==> src/rtl/pmt_count_packer_if.sv <==
// Byte-stream bundle between the count combiner, the packer and the transmitter.
// The packer takes the master modport: it sources the tx byte stream.
interface pmt_count_packer_if;
  logic        bin_done;
  logic [15:0] sumout;
  logic        two_bytes;
  logic        tx_ready;
  logic        tx_valid;
  logic [7:0]  tx_data;

  modport master (
    input  bin_done, sumout, two_bytes, tx_ready,
    output tx_valid, tx_data
  );

  modport slave (
    output bin_done, sumout, two_bytes, tx_ready,
    input  tx_valid, tx_data
  );
endinterface

==> src/rtl/pmt_count_packer.sv <==
// Buffers per-bin {two_bytes, sumout} samples and serialises each one as a
// low byte, optionally followed by its high byte, on a valid/ready stream.
module pmt_count_packer #(
  parameter int unsigned FIFO_DEPTH = 16,
  parameter int unsigned LEVEL_W    = 5
) (
  input  logic               clock,
  input  logic               reset_n,
  pmt_count_packer_if.master bus,
  output logic [LEVEL_W-1:0] fifo_level,
  output logic [7:0]         drop_count
);

  localparam int unsigned AW = $clog2(FIFO_DEPTH);

  typedef enum logic [1:0] {
    IDLE,
    LOW,
    HIGH
  } state_t;

  state_t state, state_n;

  logic [16:0]   mem [FIFO_DEPTH];
  logic [AW-1:0] wr_ptr;
  logic [AW-1:0] rd_ptr;
  logic [16:0]   head;

  logic          tx_valid_r;
  logic          valid_n;
  logic [7:0]    tx_data_r;
  logic          hi_flag;
  logic [7:0]    hi_byte;

  logic          full;
  logic          empty;
  logic          wr_en;
  logic          drop;
  logic          transfer;
  logic          pop;
  logic          load_low;
  logic          load_high;

  assign full     = (fifo_level == LEVEL_W'(FIFO_DEPTH));
  assign empty    = (fifo_level == '0);
  // A full FIFO drops the sample even if a pop frees a slot on the same edge.
  assign wr_en    = bus.bin_done & ~full;
  assign drop     = bus.bin_done & full;
  assign transfer = tx_valid_r & bus.tx_ready;
  assign head     = mem[rd_ptr];

  assign bus.tx_valid = tx_valid_r;
  assign bus.tx_data  = tx_data_r;

  always_ff @(posedge clock) begin
    if (reset_n && wr_en) begin
      mem[wr_ptr] <= {bus.two_bytes, bus.sumout};
    end
  end

  always_comb begin
    state_n   = state;
    valid_n   = tx_valid_r;
    pop       = 1'b0;
    load_low  = 1'b0;
    load_high = 1'b0;
    case (state)
      IDLE: begin
        if (!empty) begin
          pop      = 1'b1;
          load_low = 1'b1;
          valid_n  = 1'b1;
          state_n  = LOW;
        end
      end
      LOW: begin
        if (transfer) begin
          if (hi_flag) begin
            load_high = 1'b1;
            state_n   = HIGH;
          end else if (!empty) begin
            pop      = 1'b1;
            load_low = 1'b1;
          end else begin
            valid_n = 1'b0;
            state_n = IDLE;
          end
        end
      end
      HIGH: begin
        if (transfer) begin
          if (!empty) begin
            pop      = 1'b1;
            load_low = 1'b1;
            state_n  = LOW;
          end else begin
            valid_n = 1'b0;
            state_n = IDLE;
          end
        end
      end
      default: begin
        valid_n = 1'b0;
        state_n = IDLE;
      end
    endcase
  end

  always_ff @(posedge clock) begin
    if (!reset_n) begin
      state      <= IDLE;
      wr_ptr     <= '0;
      rd_ptr     <= '0;
      fifo_level <= '0;
      drop_count <= '0;
      tx_valid_r <= 1'b0;
      tx_data_r  <= '0;
      hi_flag    <= 1'b0;
      hi_byte    <= '0;
    end else begin
      state      <= state_n;
      tx_valid_r <= valid_n;

      if (wr_en) begin
        wr_ptr <= wr_ptr + AW'(1);
      end
      if (pop) begin
        rd_ptr <= rd_ptr + AW'(1);
      end

      case ({wr_en, pop})
        2'b10:   fifo_level <= fifo_level + LEVEL_W'(1);
        2'b01:   fifo_level <= fifo_level - LEVEL_W'(1);
        default: fifo_level <= fifo_level;
      endcase

      if (drop && (drop_count != '1)) begin
        drop_count <= drop_count + 8'd1;
      end

      // The high half of the entry is parked here so the FIFO slot can be
      // released at the same edge the low byte is presented.
      if (load_low) begin
        tx_data_r <= head[7:0];
        hi_flag   <= head[16];
        hi_byte   <= head[15:8];
      end else if (load_high) begin
        tx_data_r <= hi_byte;
      end
    end
  end

endmodule
==> src/flat_wrapper.sv <==
// flat-port wrapper written by rule: the top's interface ports become plain ports
module pmt_count_packer_flat 
#(
  parameter int unsigned FIFO_DEPTH = 16,
  parameter int unsigned LEVEL_W    = 5
)
  (clock, reset_n, fifo_level, drop_count, bus_bin_done, bus_sumout, bus_two_bytes, bus_tx_ready, bus_tx_valid, bus_tx_data);
  pmt_count_packer_if bus_i ();
  input  logic clock;
  input  logic reset_n;
  output logic [LEVEL_W-1:0] fifo_level;
  output logic [7:0] drop_count;
  input wire logic [$bits(bus_i.bin_done)-1:0] bus_bin_done;
  input wire logic [$bits(bus_i.sumout)-1:0] bus_sumout;
  input wire logic [$bits(bus_i.two_bytes)-1:0] bus_two_bytes;
  input wire logic [$bits(bus_i.tx_ready)-1:0] bus_tx_ready;
  output wire logic [$bits(bus_i.tx_valid)-1:0] bus_tx_valid;
  output wire logic [$bits(bus_i.tx_data)-1:0] bus_tx_data;
  assign bus_i.bin_done = bus_bin_done;
  assign bus_i.sumout = bus_sumout;
  assign bus_i.two_bytes = bus_two_bytes;
  assign bus_i.tx_ready = bus_tx_ready;
  assign bus_tx_valid = bus_i.tx_valid;
  assign bus_tx_data = bus_i.tx_data;
  pmt_count_packer #(.FIFO_DEPTH(FIFO_DEPTH), .LEVEL_W(LEVEL_W)) u_core (.clock(clock), .reset_n(reset_n), .bus(bus_i), .fifo_level(fifo_level), .drop_count(drop_count));
endmodule
==> config.mk <==
export PLATFORM = sky130hd
export DESIGN_NAME = pmt_count_packer_flat
export DESIGN_NICKNAME = d
export VERILOG_FILES = /design/src/rtl/pmt_count_packer_if.sv /design/src/rtl/pmt_count_packer.sv /design/src/flat_wrapper.sv
export SDC_FILE = /design/constraint.sdc
export NUM_CORES = 1
export LEC_CHECK = 0
export ABC_AREA = 1
export CAP_MARGIN = 15
export CORE_MARGIN = 8
export CORE_UTILIZATION = 50
export CTS_CLUSTER_SIZE = 16
export DETAILED_ROUTE_END_ITERATION = 10
export PLACE_DENSITY = 0.78
export SKIP_LAST_GASP = 1
export SLEW_MARGIN = 20
export SYNTH_ARGS = -nofsm -noshare
export SYNTH_HDL_FRONTEND = slang
export SYNTH_SLANG_ARGS = --single-unit
==> constraint.sdc <==
create_clock -name clock -period 2.8 [get_ports clock]
set_input_delay 0.28 -clock clock [delete_from_list [all_inputs] [get_ports clock]]
set_output_delay 0.28 -clock clock [all_outputs]
set_load 0.1 [all_outputs]
==> results_dict.tcl, run 1 <==
set metrics [dict create \
    status "finished clean" \
    die_area_sq_um 33300 \
    fin_crit_ns 2.50 \
    ys_seq_elements 317 \
    die_h_um 183 \
    cts_resized 0 \
    cts_buffer_depth 3 \
    viasPerCell 5.17 \
    power.internal_mw 9.02 \
    drc 0 \
    grt-ovfl-total 0 \
    cts_root_buf "clkbuf_16" \
    setup_ws_ns 0.297 \
    fp-row-count 61 \
    io_buffer_count 42 \
    initialDrtViolationCount 971 \
    cts_max_level 1 \
    fin_tns_setup_ns 0 \
    avgSynthCellArea_sq_um 9.73 \
    cp.arrival_ns 3.00 \
    holdWs_ns 0.466 \
    relSlewSlack_pct 43.0 \
    min_from "u_core.hi_byte[7]" \
    via_count 9715 \
    synthXorXnorAreaFrac_pct 0.505 \
    grtUsageTotal_pct 19.2 \
    synth_top_family_by_area "simple AND/OR/NAND/NOR gates" \
    post-cts-setup-buffers 0 \
    cts_tree "built" \
    holdBufCountCts 0 \
    finalHoldViolCount 0 \
    antenna_found_initial 0 \
    setup_viol 0 \
    nNetsFinal 1509 \
    fillers 2140 \
    syn_inst 1425 \
    crit_type "flip-flop to flip-flop" \
    path_max_fanout 5 \
    hpwlAfterDp_mm 19.9 \
    power.leakage_nw 6.76 \
    drv_cap 0 \
    antenna_cells 0 \
    p_seq_share_pct 40.0 \
    drtPass1Iterations 8 \
    grt_pass1_wl_mm 50.8 \
    timing.rr.start "u_core.state[0]" \
    start_util_pct 50.3 \
    final_common_cell "nand2_1" \
    combPwrFrac_pct 28.9 \
    die_w_um 183 \
    final_antenna_net_count 0 \
    drive_above_1_share_pct 9.00 \
    yosys.area_share.adder_pct 1.17 \
    hold_depth 2 \
    clock-sinks 317 \
    switching_share_pct 34.9 \
    p_clk_share_pct 31.1 \
    fin_crit_sh_pct 89.4 \
    synth_compound_area_share_pct 2.89 \
    syn_to_final_growth_pct 14.4 \
    synth-simple-area-share_pct 21.1 \
    required_ns 3.29 \
    yosysSeqAreaShare_pct 65.4 \
    wire_per_inst_um 17.1 \
    slew_violations 0 \
    synth.area.mux_share_pct 0 \
    cp-startpoint "u_core.state[0]" \
    hp-class "flip-flop to flip-flop" \
    path_clk_slew_ns 0.07 \
    p_sw_mw 4.83 \
    power.density_nw_per_um2 873 \
    synth_cell_type_count 24 \
    skew_ns 0.0282 \
    dp_slack_ns 0.290 \
    synth_fp_nets 1459 \
    core_area_sq_um 27600 \
    numCtsBuffers 31 \
    timing.fmax_mhz 400 \
    worst_pin_slew_ns 0.855 \
    worst_setup_path_start_kind "flip-flop" \
    reg2regPathDepth 17 \
    grt_max_degree 92 \
    ios 43 \
    yosysWarnings 0 \
    final_cell_mix "nand2_1 (443), edfxtp_1 (272), inv_1 (235)" \
    p_total_mw 13.8 \
    grt_pass1_vias 9698 \
    grt_setup_unrepaired "no" \
    wl_mm 32.1 \
    netlist_area_sq_um 13900 \
    gp_congestion 0.832 \
    clk_latency_ns 0.57 \
    irDropWorstVdd_mv 0.470 \
    critPathCaptureType "flip-flop" \
]
routing by layer:
layer	track usage, %	up-vias	part of all wire, %
li1	-	4695	-
met4	7.25	0	2.9
met5	0	-	0
met1	24.3	4513	40
met3	4.61	76	9.7
met2	31.6	431	47
synthesized netlist by cell type (all sizes together):
library cell	instances	area, sq um
dfxtp	45	901
a21oi	34	170
nor3	11	55.1
edfxtp	272	8170
ha	13	163
nand2	444	1670
inv	238	893
nand3	196	981
buf	47	288
clkbuf	15	56.3
nand4	3	18.8
nor2	52	198
a21boi	1	7.51
clkinv	2	7.51
xor2	5	43.8
xnor2	3	26.3
o211ai	1	7.51
o21ai	43	215
path summary, 6_finish.rpt:
path,slack [ns],to
worst max-delay path,0.30,u_core.fifo_level[4]
worst min register to register,0.47,u_core.hi_byte[7]
worst min-delay path,0.47,u_core.hi_byte[7]
worst max register to register,0.30,u_core.fifo_level[4]
power groups by stage:
stage / combinational, mW / sequential [mW] / clock, mW
CTS: 3.96 / 5.54 / 4.35
floorplan: 2.45 / 6.04 / 0
finish: 4.00 / 5.54 / 4.30
detailed placement: 3.93 / 5.64 / 0
global route: 4.38 / 5.57 / 4.56
global placement: 3.82 / 5.63 / 0
registers in the layout, indices dropped and copies added, names as in the netlist, named ones only:
signal,count
u_core.drop_count,8
u_core.mem,272
u_core.state,2
u_core.fifo_level,5
u_core.bus.tx_data,8
u_core.rd_ptr,4
u_core.hi_byte,8
u_core.hi_flag,1
u_core.bus.tx_valid,1
u_core.wr_ptr,4
layout make-up:
class | count | area (sq um) | area share (%)
clock buffers | 37 | 828 | 5.22
clock inverters | 21 | 235 | 1.48
inverters | 240 | 902 | 5.69
multi-input cells | 806 | 3660 | 23.1
flip-flops and latches | 317 | 9080 | 57.2
well taps | 378 | 473 | 2.98
repair buffers | 79 | 681 | 4.29
metrics by stage:
step,util [%],std cells,area [sq um]
after global placement,53.7,1820,14800
after detailed placement,53.7,1820,14800
final,57.6,1878,15900
after CTS,57.6,1878,15900
after floorplan,-,1425,13900
after global routing,57.6,1878,15900
critical path, stage by stage (launching register included):
cell	delay, ns
dfxtp_1	0.40
inv_1	0.09
ha_1	0.30
nand3_1	0.10
nand2_1	0.08
nand3_1	0.09
inv_1	0.09
ha_1	0.28
xor2_1	0.23
ha_1	0.18
inv_1	0.04
nand2_1	0.09
nand3_1	0.10
nand2_1	0.10
nand2_1	0.06
nand2_1	0.06
nand2_1	0.05
a21oi_1	0.11
cells by family (layout without fill, tap and decap cells):
kind of cell | after synthesis | in the layout
AND/OR/NAND/NOR | 706 | 706
AO/OA/AOI/OAI | 79 | 79
buffers and inverters | 302 | 377
adder cells (fa/ha/maj) | 13 | 13
XOR/XNOR | 8 | 8
flip-flops | 317 | 317
Power figures use the tool's default switching activity.
==> run 2: changes to the inputs <==
--- a/config.mk
+++ b/config.mk
@@ -9,9 +9,10 @@
 export CAP_MARGIN = 15
 export CORE_MARGIN = 8
 export CORE_UTILIZATION = 50
+export CTS_CLUSTER_DIAMETER = 40
 export CTS_CLUSTER_SIZE = 16
 export DETAILED_ROUTE_END_ITERATION = 10
-export PLACE_DENSITY = 0.78
+export PLACE_DENSITY = 0.81
 export SKIP_LAST_GASP = 1
 export SLEW_MARGIN = 20
 export SYNTH_ARGS = -nofsm -noshare
==> constraint.sdc (replaced) <==
create_clock -name clock -period 2.2 [get_ports clock]
set_input_delay 0.22 -clock clock [delete_from_list [all_inputs] [get_ports clock]]
set_output_delay 0.22 -clock clock [all_outputs]
set_load 0.1 [all_outputs]
==> results_dict.tcl, run 2 (synthesis gave the netlist of run 1 again) <==
set metrics [dict create \
    gp_congestion 0.840 \
    hpwlAfterDp_mm 20.2 \
    slew_violations 0 \
    wl_mm 32.9 \
    postPlaceCellArea_sq_um 15100 \
    utilization_pct 59.7 \
    cp.arrival_ns 2.56 \
    cts_max_level 2 \
    worst_pin_slew_ns 0.758 \
    drv_cap 0 \
    clock-sinks 317 \
    die_w_um 183 \
    crit_chain "inv_4 > ha_4 > nand3_2 > nand2_2 > nand3_2 > inv_2 > ha_4 > xor2_2 > ha_2 > inv_2 > nand2_4 > nand3_2 > nand2_1 > nand2_1 > nand2_1 > nand2_2 > a21oi_2" \
    clk_latency_ns 0.51 \
    setup_viol 0 \
    grt_pass1_vias 9813 \
    grt_max_degree 111 \
    layout.cells.non_filler 1901 \
    holdWs_ns 0.467 \
    p_total_mw 18.7 \
    power.leakage_nw 6.98 \
    required_ns 2.63 \
    finalHoldViolCount 0 \
    crit_type "flip-flop to flip-flop" \
    path_max_fanout 4 \
    drive_above_1_share_pct 12.7 \
    maxUsedRoutingLayer "met4" \
    setup_ws_ns 0.0740 \
    fin_crit_ns 2.13 \
    path_clk_slew_ns 0.06 \
    die_h_um 183 \
    start_util_pct 50.3 \
    final_antenna_net_count 0 \
    drc 0 \
    path_buf_inv 3 \
    crit_path_max_incr_delay_ns 0.39 \
    numCtsBuffers 37 \
    cts_root_buf "clkbuf_16" \
    relSlewSlack_pct 49.3 \
    wl_met2_mm 15.5 \
    fp-row-count 61 \
    power.density_nw_per_um2 1140 \
    viasPerCell 5.33 \
    fin_tns_setup_ns 0 \
    grt_setup_unrepaired "yes" \
    cts_buffer_depth 3 \
    fin_crit_sh_pct 96.6 \
    nNetsFinal 1531 \
    skew_ns 0.0132 \
    wire_per_inst_um 17.3 \
    hp-class "flip-flop to flip-flop" \
    core_area_sq_um 27600 \
    die_area_sq_um 33300 \
    wl_met1_mm 13.3 \
    critPathCaptureType "flip-flop" \
    critPathSlowestCell "dfxtp_4" \
    final_common_cell "nand2_1" \
    syn_to_final_growth_pct 18.6 \
    largest_reg_flops 272 \
    post-place-cells 1833 \
    regMostFlops "u_core.mem" \
    io_buffer_count 42 \
    drtPass1Iterations 5 \
    design_area_sq_um 16400 \
    grt_pass1_wl_mm 51.6 \
    grtUsageTotal_pct 19.5 \
    timing.fmax_mhz 470 \
    dp_slack_ns -0.0961 \
    irDropWorstVdd_mv 0.510 \
    ios 43 \
    via_count 10137 \
    initialDrtViolationCount 1184 \
    final_cell_mix "nand2_1 (438), edfxtp_1 (272), inv_1 (227)" \
    dr_wl_met3_mm 3.29 \
    crit_family "adder cells" \
    grt-ovfl-total 0 \
    antenna_found_initial 0 \
    worst_setup_path_start_kind "flip-flop" \
    antenna_cells 0 \
    cts_tree "built" \
    status "finished clean" \
    holdBufCountCts 0 \
]
## run 2: changes by cell type in the layout (fill, tap and decap cells not counted), sizes merged
cell	previous run	this run
clkbuf	37	40
bufinv	5	2
clkinvlp	3	0
clkinv	15	17
inv	238	246
buf	59	75
## run 2: cell type report
class | count | area, sq um
fill | 2122 | 11100
clock inverter | 25 | 275
timing repair buffer | 95 | 980
clock buffer | 40 | 947
tap | 378 | 473
sequential | 317 | 9100
multi-input combinational | 806 | 3760
inverter | 240 | 907
## run 2: worst paths after layout
path / start / endpoint / slack [ns] / cells past startpoint
setup / recovery: u_core.state[1] / u_core.fifo_level[4] / 0.07 / 17
setup reg to reg: u_core.state[1] / u_core.fifo_level[4] / 0.07 / 17
hold reg to reg: u_core.hi_byte[4] / u_core.hi_byte[4] / 0.47 / 2
hold / removal: u_core.hi_byte[4] / u_core.hi_byte[4] / 0.47 / 2
## run 2: per-layer routing
metal,GRT usage (%),vias to the layer above
met3,4.37,66
met4,6.03,0
li1,-,4750
met2,31.7,522
met5,0,-
met1,25.6,4799
## run 2: report_power, final
group          leakage, nW  switching (mW)  internal, mW  total [mW]
combinational         3.55            3.93          1.67        5.60
clock                0.604            2.56          3.47        6.03
sequential            2.83           0.207          6.84        7.05
total                 6.98            6.70          12.0        18.7
## run 2: what timing repair did
item                                   4_1_cts  5_1_grt
pin swaps                                    0       10
setup endpoints to repair                    3        3
endpoints found under the hold margin        0        0
setup buffers                                0        3
resized for setup                            5       25
## run 2: tightest hold or removal path, delay by kind of cell, from the launching register on
kind            cells  cell delay, ns
compound gates      1            0.06
simple gates        1            0.06
flops               1            0.31
==> run 3: changes to the inputs <==
--- a/config.mk
+++ b/config.mk
@@ -14,7 +14,6 @@
 export DETAILED_ROUTE_END_ITERATION = 10
 export PLACE_DENSITY = 0.81
 export SKIP_LAST_GASP = 1
-export SLEW_MARGIN = 20
 export SYNTH_ARGS = -nofsm -noshare
 export SYNTH_HDL_FRONTEND = slang
 export SYNTH_SLANG_ARGS = --single-unit
==> results of run 3 <==
The final DEF is identical to that of run 2; final timing and power are the same.
